<file path="src/rtl/twisted_ring_counter_if.sv">
// Control and status bundle for the twisted-ring / ring counter.
interface twisted_ring_counter_if #(
  parameter int unsigned WIDTH = 4
);
  localparam int unsigned IDX_W = $clog2(2 * WIDTH);

  logic             en;
  logic             dir;
  logic             mode;
  logic             load;
  logic [WIDTH-1:0] load_val;
  logic [WIDTH-1:0] out;
  logic [IDX_W-1:0] state_idx;
  logic             state_ok;
  logic             wrap;
  logic             fix;

  // Sequencer side: drives controls, observes the count.
  modport master (
    output en, dir, mode, load, load_val,
    input  out, state_idx, state_ok, wrap, fix
  );

  // Counter side.
  modport slave (
    input  en, dir, mode, load, load_val,
    output out, state_idx, state_ok, wrap, fix
  );
endinterface

</file>
<file path="src/rtl/twisted_ring_counter.sv">
// Johnson / one-hot ring counter with load, direction, decoded index,
// wrap pulse and self-correction of illegal states.
module twisted_ring_counter #(
  parameter int unsigned WIDTH = 4
) (
  input  logic                   clk,
  input  logic                   rst,
  twisted_ring_counter_if.slave  bus
);

  localparam int unsigned IDX_W = $clog2(2 * WIDTH);
  localparam logic [WIDTH-1:0] ALL_ONES  = '1;
  localparam logic [WIDTH-1:0] RING_SEED = {1'b1, {(WIDTH-1){1'b0}}};

  logic [WIDTH-1:0] out_q, out_d;
  logic             mode_q, mode_d;
  logic             wrap_q, wrap_d;
  logic             fix_q, fix_d;
  logic [IDX_W-1:0] idx_c;
  logic [IDX_W-1:0] last_idx_c;
  logic             ok_c;

  // Johnson pattern at index i: top i ones for i<=WIDTH, else low 2*WIDTH-i ones.
  function automatic logic [WIDTH-1:0] jpat(input int unsigned i);
    if (i <= WIDTH) return ~(ALL_ONES >> i);
    return ALL_ONES >> (i - WIDTH);
  endfunction

  function automatic logic [WIDTH-1:0] seed(input logic m);
    return m ? RING_SEED : '0;
  endfunction

  // Decode current count into a sequence position for the active mode.
  always_comb begin
    idx_c = '0;
    ok_c  = 1'b0;
    if (!mode_q) begin
      for (int unsigned i = 0; i < 2 * WIDTH; i++) begin
        if (out_q == jpat(i)) begin
          ok_c  = 1'b1;
          idx_c = IDX_W'(i);
        end
      end
    end else begin
      for (int unsigned i = 0; i < WIDTH; i++) begin
        if (out_q == (RING_SEED >> i)) begin
          ok_c  = 1'b1;
          idx_c = IDX_W'(i);
        end
      end
    end
    last_idx_c = mode_q ? IDX_W'(WIDTH - 1) : IDX_W'(2 * WIDTH - 1);
  end

  // Next-state: load, then mode reseed, then correct-or-step, else hold.
  always_comb begin
    out_d  = out_q;
    mode_d = mode_q;
    wrap_d = 1'b0;
    fix_d  = 1'b0;
    if (bus.load) begin
      out_d  = bus.load_val;
      mode_d = bus.mode;
    end else if (bus.mode != mode_q) begin
      mode_d = bus.mode;
      out_d  = seed(bus.mode);
    end else if (bus.en) begin
      if (!ok_c) begin
        out_d = seed(mode_q);
        fix_d = 1'b1;
      end else begin
        unique case ({mode_q, bus.dir})
          2'b00:   out_d = {~out_q[0], out_q[WIDTH-1:1]};
          2'b01:   out_d = {out_q[WIDTH-2:0], ~out_q[WIDTH-1]};
          2'b10:   out_d = {out_q[0], out_q[WIDTH-1:1]};
          default: out_d = {out_q[WIDTH-2:0], out_q[WIDTH-1]};
        endcase
        wrap_d = bus.dir ? (idx_c == '0) : (idx_c == last_idx_c);
      end
    end
  end

  // State register with asynchronous active-low clear.
  always_ff @(posedge clk or negedge rst) begin
    if (!rst) begin
      out_q  <= '0;
      mode_q <= 1'b0;
      wrap_q <= 1'b0;
      fix_q  <= 1'b0;
    end else begin
      out_q  <= out_d;
      mode_q <= mode_d;
      wrap_q <= wrap_d;
      fix_q  <= fix_d;
    end
  end

  assign bus.out       = out_q;
  assign bus.state_idx = idx_c;
  assign bus.state_ok  = ok_c;
  assign bus.wrap      = wrap_q;
  assign bus.fix       = fix_q;

endmodule

</file>
<file path="src/flat_wrapper.sv">
// flat-port wrapper written by rule: the top's interface ports become plain ports
module twisted_ring_counter_flat 
#(
  parameter int unsigned WIDTH = 4
)
  (clk, rst, bus_en, bus_dir, bus_mode, bus_load, bus_load_val, bus_out, bus_state_idx, bus_state_ok, bus_wrap, bus_fix);
  twisted_ring_counter_if #(.WIDTH(WIDTH)) bus_i ();
  input  logic clk;
  input  logic rst;
  input wire logic [$bits(bus_i.en)-1:0] bus_en;
  input wire logic [$bits(bus_i.dir)-1:0] bus_dir;
  input wire logic [$bits(bus_i.mode)-1:0] bus_mode;
  input wire logic [$bits(bus_i.load)-1:0] bus_load;
  input wire logic [$bits(bus_i.load_val)-1:0] bus_load_val;
  output wire logic [$bits(bus_i.out)-1:0] bus_out;
  output wire logic [$bits(bus_i.state_idx)-1:0] bus_state_idx;
  output wire logic [$bits(bus_i.state_ok)-1:0] bus_state_ok;
  output wire logic [$bits(bus_i.wrap)-1:0] bus_wrap;
  output wire logic [$bits(bus_i.fix)-1:0] bus_fix;
  assign bus_i.en = bus_en;
  assign bus_i.dir = bus_dir;
  assign bus_i.mode = bus_mode;
  assign bus_i.load = bus_load;
  assign bus_i.load_val = bus_load_val;
  assign bus_out = bus_i.out;
  assign bus_state_idx = bus_i.state_idx;
  assign bus_state_ok = bus_i.state_ok;
  assign bus_wrap = bus_i.wrap;
  assign bus_fix = bus_i.fix;
  twisted_ring_counter #(.WIDTH(WIDTH)) u_core (.clk(clk), .rst(rst), .bus(bus_i));
endmodule
</file>
<file path="config.mk">
export PLATFORM = sky130hd
export DESIGN_NAME = twisted_ring_counter_flat
export DESIGN_NICKNAME = d
export VERILOG_FILES = /design/src/rtl/twisted_ring_counter_if.sv /design/src/rtl/twisted_ring_counter.sv /design/src/flat_wrapper.sv
export SDC_FILE = /design/constraint.sdc
export NUM_CORES = 1
export LEC_CHECK = 0
export BUFFER_PORTS_ARGS = -buffer_cell sky130_fd_sc_hd__buf_2
export CELL_PAD_IN_SITES_DETAIL_PLACEMENT = 0
export CELL_PAD_IN_SITES_GLOBAL_PLACEMENT = 2
export CORE_UTILIZATION = 31
export CTS_BUF_LIST = sky130_fd_sc_hd__clkbuf_16
export CTS_CLUSTER_DIAMETER = 100
export DETAILED_ROUTE_END_ITERATION = 6
export GPL_TIMING_DRIVEN = 0
export PLACE_DENSITY = 0.79
export SLEW_MARGIN = 20
export SYNTH_ARGS = -nofsm -noshare
export SYNTH_HDL_FRONTEND = slang
export SYNTH_SLANG_ARGS = --single-unit
export TNS_END_PERCENT = 30
</file>
<file path="constraint.sdc">
create_clock -name clk -period 2.8 [get_ports clk]
set_input_delay 0.84 -clock clk [delete_from_list [all_inputs] [get_ports clk]]
set_output_delay 0.84 -clock clk [all_outputs]
set_load 0.01 [all_outputs]
</file>
# [Word level (Yosys, flattened, before mapping)]
# Index checks and enable logic that the tools add are counted.
[totals] memories=0 reg_bits=7 ramBits=0 latch_bits=0 inputBits=10 romBits=0
[classes] n_reduce_logical=4 n_shift=0 bitwise=2 magnitude_cmp=0 n_addsub=0 eq_ne=15 n_div=0 n_mux=52 mul=0
[ops] operator="2-to-1 mux 4 bit" count=14
[ops] operator="2-to-1 mux 1 bit" count=27
[ops] operator="equality test 4 bit" count=5
[ops] operator="2-to-1 mux 3 bit" count=6
[ops] operator="one-hot mux 4 bit (3 select lines)" count=1
[ops] operator="equality test 4 x 2 -> 1 bit, second input constant" count=2
[ops] operator="equality test 4 x 3 -> 1 bit, second input constant" count=2
[ops] operator="2-to-1 mux 2 bit" count=4
[ops] operator="equality test 4 x 1 -> 1 bit, second input constant" count=1
[ops] operator="equality test 4 bit, second input constant" count=1
[ops] operator="equality test 3 bit" count=1
[ops] operator="logical NOT 3 bit" count=1
[ops] operator="nonzero test 3 bit" count=1
[ops] operator="equality test 2 x 1 -> 1 bit, second input constant" count=1
[ops] operator="equality test 2 bit, second input constant" count=1
[ops] operator="logical NOT 2 bit" count=1
[ops] operator="NOT 1 bit" count=2
[ops] operator="nonzero test 2 bit" count=1
[ops] operator="inequality test 1 bit" count=1

# [Depth between registers and ports, before layout]
[depth] depth_word=18 depth_mapped=6 mapped_depth_nobuf=4

# [Least setup slack after synthesis]
# No wires, ideal clock.
[synth_path] path_type="reg-to-output" startpoint="register u_core.out_q[1], in the netlist u_core.bus.out[1]" endpoint="output bus_state_idx[1]" required_time_ps=1960 arrival_time_ps=1413 setup_slack_ps=547 path_buffers=2 stages_incl_launch_ff=6 cell_sequence="dfrtp_1 > clkbuf_1 > clkbuf_1 > nand2_1 > xor2_1 > o22ai_1"
[synth_via] elab_chain_len=8 elab_cells_between_ends=16 cone_classes="eq/ne (7); mux (9)"
[synth_lines] element="start, declared" line_no="twisted_ring_counter.sv:15" text="logic [WIDTH-1:0] out_q, out_d;"
[synth_lines] element="start signal, assigned" line_no="twisted_ring_counter.sv:91" text="out_q <= out_d;"
[synth_lines] element="equality test 4 bit" line_no="twisted_ring_counter.sv:39" text="if (out_q == jpat(i)) begin"
[synth_lines] element="2-to-1 mux 2 bit (2 in series)" line_no="twisted_ring_counter.sv:39"
[synth_lines] element="2-to-1 mux 3 bit (4 in series)" line_no="twisted_ring_counter.sv:39"
[synth_lines] element="2-to-1 mux 3 bit (*)" line_no="twisted_ring_counter.sv:37" text="if (!mode_q) begin"
[synth_lines] element="end, declared" line_no="flat_wrapper.sv:16" text="output wire logic [$bits(bus_i.state_idx)-1:0] bus_state_idx;"
# Mark *: on every way between the ends. The rest lies on a longest branch, timed or not.

# [Worst setup path in the final report]
[layout_path] startpoint="register u_core.mode_q" endpoint="output bus_state_ok"
[layout_via] elab_chain_len=1
[layout_lines] element="start, declared" line_no="twisted_ring_counter.sv:16" text="logic mode_q, mode_d;"
[layout_lines] element="start signal, assigned" line_no="twisted_ring_counter.sv:92" text="mode_q <= mode_d;"
[layout_lines] element="2-to-1 mux 1 bit" line_no="twisted_ring_counter.sv:37"
[layout_lines] element="end, declared" line_no="flat_wrapper.sv:17" text="output wire logic [$bits(bus_i.state_ok)-1:0] bus_state_ok;"
# Every way passes these cells.

==> flow_summary.json <==
{
  "synthTopCellsByArea": "dfrtp_1 22%, nor2b_1 6.4%, buf_2 5.1%, mux2i_1 5.1%, o31ai_1 4.8%",
  "routed.top_layer": "met4",
  "yosys_warnings": 0,
  "fin_ws_ns": 0.1305,
  "viasPerCell": 5.366,
  "ys_async_sr_fraction": 1.000,
  "final_core_util": 0.4276,
  "finalMaxSlewViolations": 0,
  "synth_top_area_cell": "dfrtp_1",
  "drive_gt1_frac": 0.2906,
  "fin_crit_sh": 0.9534,
  "dr_wl_met3_um": 59,
  "stdcell_area_um2": 982.2,
  "fin_nets": 128,
  "cts_buffers": 3,
  "cts_tree": "built",
  "crit_path_start": "u_core.mode_q$_DFFE_PN0P_",
  "power_density_mw_per_mm2": 545.0,
  "antenna_found_initial": 0,
  "area_growth_pct": 25.60,
  "tightest_slew_ns": 0.4210,
  "postCtsSetupBuffers": 0,
  "worstPathArrival_ns": 1.83,
  "clock.fmax_mhz": 374.6,
  "dieArea_mm2": 0.002727,
  "synth_edf_count": 0,
  "seq_area_frac_synth": 0.2240,
  "syn_inst": 96,
  "wl_per_cell_um": 14.19,
  "wl_um": 2058,
  "drc_errors": 0,
  "cts.repair.resized": 0,
  "power.total_mw": 0.5353,
  "cts-root-buf": "clkbuf_16",
  "grt_overflow": 0,
  "rsz0062_at_grt": "no",
  "preCtsSetupSlack_ns": 0.2775,
  "worstSetupPathType": "flip-flop to output pin",
  "critPathCaptureType": "output pin",
  "status": "finished clean",
  "r2r_setup_slack_ns": 1.12,
  "place_inst": 141,
  "syn_nets": 106,
  "synth_area_per_cell_um2": 8.146,
  "setup_viol": 0,
  "dp_hpwl_um": 1515,
  "finalSetupTns_ns": 0,
  "die_w_um": 52.23,
  "cp-start-kind": "flip-flop",
  "grt_max_degree": 11,
  "diodes": 0,
  "drt-met1-wl_um": 1008,
  "h-tree-depth": 1,
  "ios": 20,
  "placementRows": 17,
  "cts_hold_buf": 0,
  "clkTransAtPathRegs_ns": 0.04,
  "cts_buffer_depth": 2,
  "hold_viol": 0,
  "insertion_delay_ns": 0.23,
  "final_cells": 145,
  "whs_ns": 0.4274,
  "track_usage": 0.1657,
  "clock_sinks": 7,
  "ys_seq_elements": 7,
  "placed_area_um2": 902.1,
  "dr.first_iter.drc_count": 7,
  "coreArea_mm2": 0.002297,
  "start_util": 0.3404,
  "vdd_drop_max_uv": 262.3,
  "vias": 778,
  "die_h_um": 52.23,
  "io_buffers": 17,
  "relSlewSlack": 0.7193,
  "place.gp.congestion": 0.7326,
  "synth_top_area_share": 0.2240,
  "cp_max_fo": 10,
  "leakagePower_nw": 0.4379,
  "grt_pass1_vias": 692,
  "clock_skew_ns": 0.003168,
  "ys_types": 40,
  "ys.flop_type": "dfrtp_1",
  "synth_area_um2": 782.0,
  "max-cap-violations": 0,
  "first_pass_iters": 4,
  "fin_crit_ns": 2.670,
  "ant_nets": 0,
  "required_ns": 1.96,
  "met2WireLength_um": 964,
  "timing.rr.start": "u_core.bus.out[0]$_DFFE_PN0P_",
  "hold_class": "input pin to async pin",
  "grt_pass1_wl_um": 3249
}
-- final cells by class --
class / instances / area (µm²)
inverter: 2 / 7.507
multi-input combinational: 74 / 540.5
tap: 28 / 35.03
clock inverter: 1 / 3.754
clock buffer: 3 / 75.07
sequential: 7 / 175.2
timing repair buffer: 17 / 85.08
buffer: 13 / 60.06
fill: 250 / 1315
-- state kept, by name, indices dropped and copies added (netlist names) --
signal           flops
u_core.bus.out       4
u_core.bus.wrap      1
u_core.mode_q        1
u_core.bus.fix       1
-- synthesized netlist by cell type, types with 3 or more instances --
library cell / n
nand2_1: 3
a21oi_1: 3
or3_1: 3
buf_2: 8
nor2b_1: 8
nand2b_1: 3
o21ai_0: 3
nor3_1: 5
clkbuf_1: 5
dfrtp_1: 7
o31ai_1: 5
mux2i_1: 4
a211oi_1: 3
a22oi_1: 3
-- critical path, cell delays in order, from the launching register on --
cell and delay (ns):
dfrtp_1 0.35, buf_2 0.20, buf_2 0.24, nor4_1 0.08, a211oi_1 0.31, o31a_4 0.24
inv_1 0.04, buf_2 0.13
-- cells in the final DEF (no fill, tap or decap), types with 4 or more instances in the layout --
master,netlist,final
buf_2,8,25
dfrtp_1,7,7
mux2i_1,4,4
nor2b_1,8,8
nor3_1,5,5
o31ai_1,5,5
-- logic make-up (layout without fill, tap and decap cells) --
kind of cell              count (synthesis)  count (layout)  share of synthesized area
and+or+nand+nor                          40              40                     0.3456
muxes                                     5               5                    0.06560
xor gates and xnor gates                  4               4                    0.04481
AOI/OAI and AO/OA                        25              25                     0.2352
DFF                                       7               7                     0.2240
buffers and inverters                    15              36                    0.08480
-- final timing paths --
check,to,depth (start not counted)
min in group clk,u_core.bus.out[3]$_DFFE_PN0P_,4
max reg2reg,u_core.bus.out[0]$_DFFE_PN0P_,4
min reg2reg,u_core.bus.out[3]$_DFFE_PN0P_,4
max,bus_state_ok,7
min,u_core.bus.out[0]$_DFFE_PN0P_,1
max in group asynchronous,u_core.bus.fix$_DFF_PN0_,1
-- layer usage --
layer / vias up / global-route usage
met5: - / 0
met4: 0 / 0.06579
met3: 2 / 0.02609
met2: 17 / 0.2500
met1: 359 / 0.2336
li1: 400 / -
-- report_power, final --
group	total [mW]	leakage (nW)	switching (mW)	internal, mW
clock	0.243	0.0423	0.0572	0.186
combinational	0.176	0.306	0.0982	0.0775
sequential	0.116	0.0894	0.00689	0.109
total	0.535	0.438	0.162	0.373
(Power assumes the default switching activity.)
